[src/rtl/uart_rx_fsm.sv]
// 8N1 UART receiver at a fixed CLKS_PER_BIT, no oversampling.
// Optional: define UART_RX_START_VALIDATE_EN to re-check the start bit at mid-bit.
module uart_rx_fsm #(
  parameter int unsigned CLKS_PER_BIT = 3
) (
  input  logic       clk,
  input  logic       rst,
  input  logic       soft_rst,
  input  logic       tx_data_out,
  output logic       rx_busy,
  output logic       rx_done,
  output logic       error,
  output logic [7:0] rx_data_out
);

  localparam int unsigned CW = (CLKS_PER_BIT > 1) ? $clog2(CLKS_PER_BIT) : 1;
  localparam logic [CW-1:0] MID  = CW'(CLKS_PER_BIT / 2);
  localparam logic [CW-1:0] LAST = CW'(CLKS_PER_BIT - 1);

  typedef enum logic [2:0] {
    IDLE  = 3'd0,
    START = 3'd1,
    DATA  = 3'd2,
    STOP  = 3'd3,
    DONE  = 3'd4,
    ERROR = 3'd5
  } state_t;

  state_t        state, state_n;
  logic [CW-1:0] cnt, cnt_n;
  logic [2:0]    idx, idx_n;
  logic [7:0]    shreg, shreg_n;
  logic          stop_q, stop_n;
  logic          stop_ok;
  logic          load;
  logic          mid, last;

  always_comb begin
    state_n = state;
    cnt_n   = cnt;
    idx_n   = idx;
    shreg_n = shreg;
    stop_n  = stop_q;
    stop_ok = stop_q;
    load    = 1'b0;
    mid     = (cnt == MID);
    last    = (cnt == LAST);
    rx_busy = 1'b0;
    rx_done = 1'b0;
    error   = 1'b0;

    case (state)
      IDLE, DONE: begin
        rx_done = (state == DONE);
        state_n = IDLE;
        cnt_n   = '0;
        idx_n   = '0;
        // The detecting edge is already clock 0 of the start bit.
        if (!tx_data_out) begin
          if (CLKS_PER_BIT == 1) begin
            state_n = DATA;
          end else begin
            state_n = START;
            cnt_n   = CW'(1);
          end
        end
      end
      START: begin
        rx_busy = 1'b1;
        cnt_n   = last ? '0 : cnt + CW'(1);
        if (last) state_n = DATA;
`ifdef UART_RX_START_VALIDATE_EN
        if (mid && tx_data_out) begin
          state_n = IDLE;
          cnt_n   = '0;
        end
`endif
      end
      DATA: begin
        rx_busy = 1'b1;
        cnt_n   = last ? '0 : cnt + CW'(1);
        if (mid) shreg_n[idx] = tx_data_out;
        if (last) begin
          idx_n = idx + 3'd1;
          if (idx == 3'd7) state_n = STOP;
        end
      end
      STOP: begin
        rx_busy = 1'b1;
        cnt_n   = last ? '0 : cnt + CW'(1);
        // Sample and period end coincide when CLKS_PER_BIT is 1 or 2.
        if (mid) begin
          stop_n  = tx_data_out;
          stop_ok = tx_data_out;
        end
        if (last) begin
          state_n = stop_ok ? DONE : ERROR;
          load    = stop_ok;
        end
      end
      ERROR: begin
        error = 1'b1;
      end
      default: begin
        state_n = IDLE;
        cnt_n   = '0;
        idx_n   = '0;
      end
    endcase
  end

  always_ff @(posedge clk) begin
    if (rst) begin
      state       <= IDLE;
      cnt         <= '0;
      idx         <= '0;
      shreg       <= '0;
      stop_q      <= 1'b0;
      rx_data_out <= '0;
    end else if (soft_rst) begin
      state  <= IDLE;
      cnt    <= '0;
      idx    <= '0;
      shreg  <= '0;
      stop_q <= 1'b0;
    end else begin
      state  <= state_n;
      cnt    <= cnt_n;
      idx    <= idx_n;
      shreg  <= shreg_n;
      stop_q <= stop_n;
      if (load) rx_data_out <= shreg;
    end
  end

endmodule

[config.mk]
export PLATFORM = sky130hd
export DESIGN_NAME = uart_rx_fsm
export DESIGN_NICKNAME = d
export VERILOG_FILES = /design/src/rtl/uart_rx_fsm.sv
export SDC_FILE = /design/constraint.sdc
export NUM_CORES = 1
export LEC_CHECK = 0
export CELL_PAD_IN_SITES_DETAIL_PLACEMENT = 0
export CELL_PAD_IN_SITES_GLOBAL_PLACEMENT = 1
export CORE_ASPECT_RATIO = 2
export CORE_MARGIN = 2
export CORE_UTILIZATION = 42
export DETAILED_ROUTE_END_ITERATION = 8
export HOLD_SLACK_MARGIN = 0.03
export MAX_ROUTING_LAYER = met4
export PLACE_DENSITY_LB_ADDON = 0.1
export SETUP_SLACK_MARGIN = 0.5
export SYNTH_ARGS = -nofsm -noshare
export SYNTH_HDL_FRONTEND = slang
export SYNTH_SLANG_ARGS = --single-unit
export TNS_END_PERCENT = 20
[constraint.sdc]
create_clock -name clk -period 1.3 [get_ports clk]
set_input_delay 0.195 -clock clk [delete_from_list [all_inputs] [get_ports clk]]
set_output_delay 0.195 -clock clk [all_outputs]
set_load 0.01 [all_outputs]
# Word level (Yosys, flattened, before mapping)
# Index checks and enable logic that the tools add are counted.
# classes
n_mux,22
add_sub_neg,2
bitwise_logic,3
reduce_logical,10
eq_ne,12
order_cmp,2
# op_table
operator,n
$mux W3,5
$pmux W3 S5,1
$mux W1,11
$eq A3 B3 Y1 const B,3
$bwmux W8,1
$ne A2 B2 Y1 const B,4
$eq A3 B2 Y1 const B,2
$pmux W2 S3,1
$pmux W3 S2,1
$reduce_and A2 Y1,3
$reduce_or A3 Y1,2
$reduce_and A5 Y1,1
$lt A3 B4 Y1 const B,1
$reduce_or A2 Y1,2
$add A3 B1 Y3 const B,1
$demux W1 S3,1
$eq A3 B1 Y1 const B,1
$ge A3 B1 Y1 const B,1
$logic_not A3 Y1,1
$not A1 Y1,3
$add A2 B1 Y2 const B,1
$eq A2 B1 Y1 const B,1
$eq A2 B2 Y1 const B,1
$mux W2,1
$logic_and A1 B1 Y1,1
# totals
elab_cells,57
out_inout_bits,11
reg_bits,25

# Longest topological paths before layout
# logic_depth
ltp_word,6
mapped_depth,5
depth_no_buf,4

# Worst setup path before layout
# Ideal clock, no wire load.
# synth_path
path_type,flip-flop to flip-flop
start,register state[0]
end,register state[0]
path_stages_with_launch,4
t_arrival_ns,0.992
setup_ns,0.127
path_buffers,0
required_time_ns,1.173
slack_ns,0.181
path_cell_list,dfxtp_1 -> or3b_2 -> o211ai_1 -> a221oi_2
# synth_between
elab_chain_len,3
word_cells_on_any_way,14
classes_between,9 x eq/ne; 1 x mux; 1 x bitwise; 3 x reduce/logical
# synth_rtl
item,line,rtl
"start, declared",29,"state_t state, state_n;"
"start signal, assigned",127,state <= state_n;
"$eq A3 B3 Y1, or another cell as far along",52,case (state)
"$reduce_or A2 Y1, or another cell as far along",52,
$pmux W3 S5 / $reduce_and A5 Y1 (equally long branches),n/a,
# Parallel ways exist; a longest one is shown, timed or not.
# A chain may end at the register's enable or synchronous reset.

# Worst setup path after layout
# layout_path
start,register state[0]
end,register shreg[4]
# layout_between
elab_chain_len,2
# layout_rtl
item,line,rtl
$eq A3 B2 Y1,52,
$reduce_and A2 Y1 (no source line),n/a,
"end signal, assigned",130,shreg <= shreg_n;
"end, declared",32,"logic [7:0] shreg, shreg_n;"
# No other way between the ends.

==> summary.txt <==
Outcome
  – Status: complete, but fails checks
  – Failing checks: negative setup slack

Route
  – Wire per inst: 14.7 µm
  – DR vias/cell: 5.51
  – DRC viols: 0
  – DR iter-0 viols: 2
  – Routed wl met2: 1800 µm
  – Total wire length: ~3000 µm
  – WL met1: 1020 µm
  – Highest routed layer: met4
  – Met3 WL: 54 µm
  – ANT nets after route: 0
  – DR vias: 1102
  – Total iterations of the first detailed-routing run: 3

Clock tree
  – Inserted Clock Buffers: 3
  – Clk pin slew, worst setup/hold paths: 0.08 ns
  – # hold bufs at CTS: 0
  – Clk sinks: 25
  – Clk_lat worst skew: 0.26 ns
  – Root buf cell: clkbuf_8
  – Clock Path Buffers: 2
  – CTS H-tree lvls: 1
  – CTS tree: yes

Worst setup path
  – CP Capture Type: flop
  – Crit path largest cell delay: 0.36 ns
  – Worst-path cell chain: buf_6 > buf_6 > nor4b_4 > nand4b_1 > mux2i_1
  – Startpoint types: flop
  – Slowest CP cell: dfxtp_4
  – Most frequent CP cell: buf_6
  – WP data required: 1.44 ns
  – CP max FO: 5
  – Critical Path AT: ~1.5 ns
  – WS Path Type: flop to flop

STA
  – Slew margin rel.: between 70% and 80%
  – PnR worst setup slack: -0.0631 ns
  – Final setup vio count: 5
  – Setup repair after global routing missed its margin: true
  – Setup TNS: -0.174 ns
  – Final Skew: 0.00608 ns
  – Final Cycle Share: 105%
  – Tmin final: 1.36 ns
  – Final hold vios: 0
  – Max-slew violation count: 0
  – Slew @ Worst Pin: 0.337 ns
  – F_max: approximately 0.73 GHz

Floorplanning
  – Width of the die: 43.3 µm
  – # rows: 28
  – Io pins: 15
  – Die H: 82.5 µm
  – Initial Util: 44.0%
  – Core Area: 0.00294 mm²
  – Die area: around 0.0036 mm²

Flow run
  – Max-cap viol count: 0

Synth
  – Async S/R FF share, synth: 0%
  – Synth Area in Adders: 1.93%
  – Main flop type after synthesis: dfxtp_1
  – Synth Cell Area: 0.00129 mm²
  – EDFF count, synth: 0
  – Post-synthesis compound-gate area fraction: 11.6%
  – Simple-Gate Fraction of Synth Area: between 30 and 40%
  – Multiplexer share of the synthesized area: 8.50%
  – FF+latch count, synth: 25
  – Mapped Nets: 144
  – Syn Area/Cell: 9.38 µm²
  – Yosys warning count: 0
  – Synth Area in XOR/XNOR: 0.676%
  – Post-synth top area share: between 30% and 40%
  – Most area-consuming cells after synthesis: dfxtp_1 39%, mux2i_1 8.5%, nand2_1 6.1%, a21oi_1 3.9%, nand3_1 3.9%
  – Synth top cells by count: 25 x dfxtp_1, 21 x nand2_1, 11 x mux2i_1
  – Main combinational cell family by area after synthesis: simple AND/OR/NAND/NOR gates
  – Syn Inst Count: 138
  – Seq/Total Area, Yosys: 38.6%
  – Cell variety after synth: 40
  – Count leader, synth: dfxtp_1
  – Synth area leader: dfxtp_1

Power
  – PwrDens: approximately 750 mW/mm²
  – Total Power: 1.34 mW
  – Worst IR Drop VDD: 0.721 mV
  – Leakage: 0.719 nW

Global route
  – Total GRT Usage: 19.5%
  – First-pass GRT wire length: between 5000 and 6000 µm
  – Grt total ovfl: 0
  – Initial antenna violation count: 0
  – Vias in the first global route: 1151
  – Largest net degree at the start of global routing: 15

Placement
  – Port Buffers: 14
  – Dpl cells: 193
  – Final GP Congestion: ~0.76
  – HPWL after detailed placement: 2320 µm

Finish
  – Filler Cell Count: approximately 270
  – # nets final: 177
  – Final non-filler cell total: 200
  – Layout cells sized above 1: 44.1%
  – N_diodes: 0
  – Synth-to-Final Area Change: 37.2%

Min path
  – Min-delay worst type: flop to flop
## cell type report
cell class | count | area (µm²) | area share, %
timing repair buffer | 37 | 355 | 20.0
inverter | 2 | 7.51 | 0.423
clock buffer | 4 | 45.0 | 2.54
sequential | 25 | 520 | 29.3
tap | 30 | 37.5 | 2.11
multi-input combinational | 102 | 811 | 45.6
## logic make-up after synthesis
group / count (synthesis)
buffers and inverters: 11
DFF: 25
adders and majority gates: 2
AOI/OAI and AO/OA: 24
muxes: 11
and+or+nand+nor: 64
xor gates and xnor gates: 1
## metrics by stage
step	utilization, %	hold WS [ns]	area, µm²	worst slack (ns)
2_1_floorplan	-	0.391	1350	0.223
3_3_place_gp	55.1	0.454	1620	-0.104
3_5_place_dp	55.1	0.454	1620	-0.153
4_1_cts	60.0	0.450	1770	-0.0680
5_1_grt	60.4	0.472	1780	-0.125
6_report	60.4	0.453	1780	-0.0631
## power by group
part           internal (mW)  switching (mW)
clock network          0.219           0.228
logic                 0.0667          0.0545
registers              0.765         0.00478
## placed cells by master, fill, tap and decap left out, drive strengths merged, types with 2 or more instances in the layout
| master | count |
|---|---|
| buf | 33 |
| dfxtp | 25 |
| nand2 | 21 |
| mux2i | 11 |
| a21oi | 10 |
| nand3 | 10 |
| o21ai | 8 |
| nor2 | 6 |
| nand3b | 4 |
| clkbuf | 4 |
| clkdlybuf4s50 | 3 |
| nor3b | 3 |
| nand4b | 2 |
| inv | 2 |
| nand4 | 2 |
| and3 | 2 |
| ha | 2 |
| and3b | 2 |
| nor4b | 2 |
| and4bb | 2 |
| nor4bb | 2 |
| o211ai | 2 |
## critical path, delay by kind of cell (launching register included)
family                 cells  cell delay [ns]
AND/OR/NAND/NOR            2             0.49
buffers and inverters      2             0.25
multiplexers               1             0.14
flip-flops                 1             0.36
## flip-flops by register name, summed over array words and instances, names as in the netlist
name / flops
cnt: 2
idx: 3
rx_data_out: 8
shreg: 8
state: 3
stop_q: 1
## per-layer routing
layer | up-vias | GRT usage (%)
met5 | - | -
met4 | 0 | 8.18
met3 | 6 | 2.17
met2 | 15 | 38.5
met1 | 521 | 18.1
li1 | 560 | -
## path summary, 6_finish.rpt
check                                            from                           to  slack [ns]  cells after the start
worst max-delay path            state[0]$_SDFFE_PP0P_        shreg[4]$_SDFFE_PP0P_       -0.06                      5
worst min-delay path            shreg[7]$_SDFFE_PP0P_  rx_data_out[7]$_SDFFE_PP0P_        0.45                      2
worst max register to register  state[0]$_SDFFE_PP0P_        shreg[4]$_SDFFE_PP0P_       -0.06                      5
worst min register to register  shreg[7]$_SDFFE_PP0P_  rx_data_out[7]$_SDFFE_PP0P_        0.45                      2
## what timing repair did
action,4_1_cts,5_1_grt
pin swaps,17,12
gates cloned,0,0
resized for setup,73,4
buffers inserted,3,0
endpoints found under the setup margin,36,36
No activity file was read; power rests on OpenSTA's default activity.
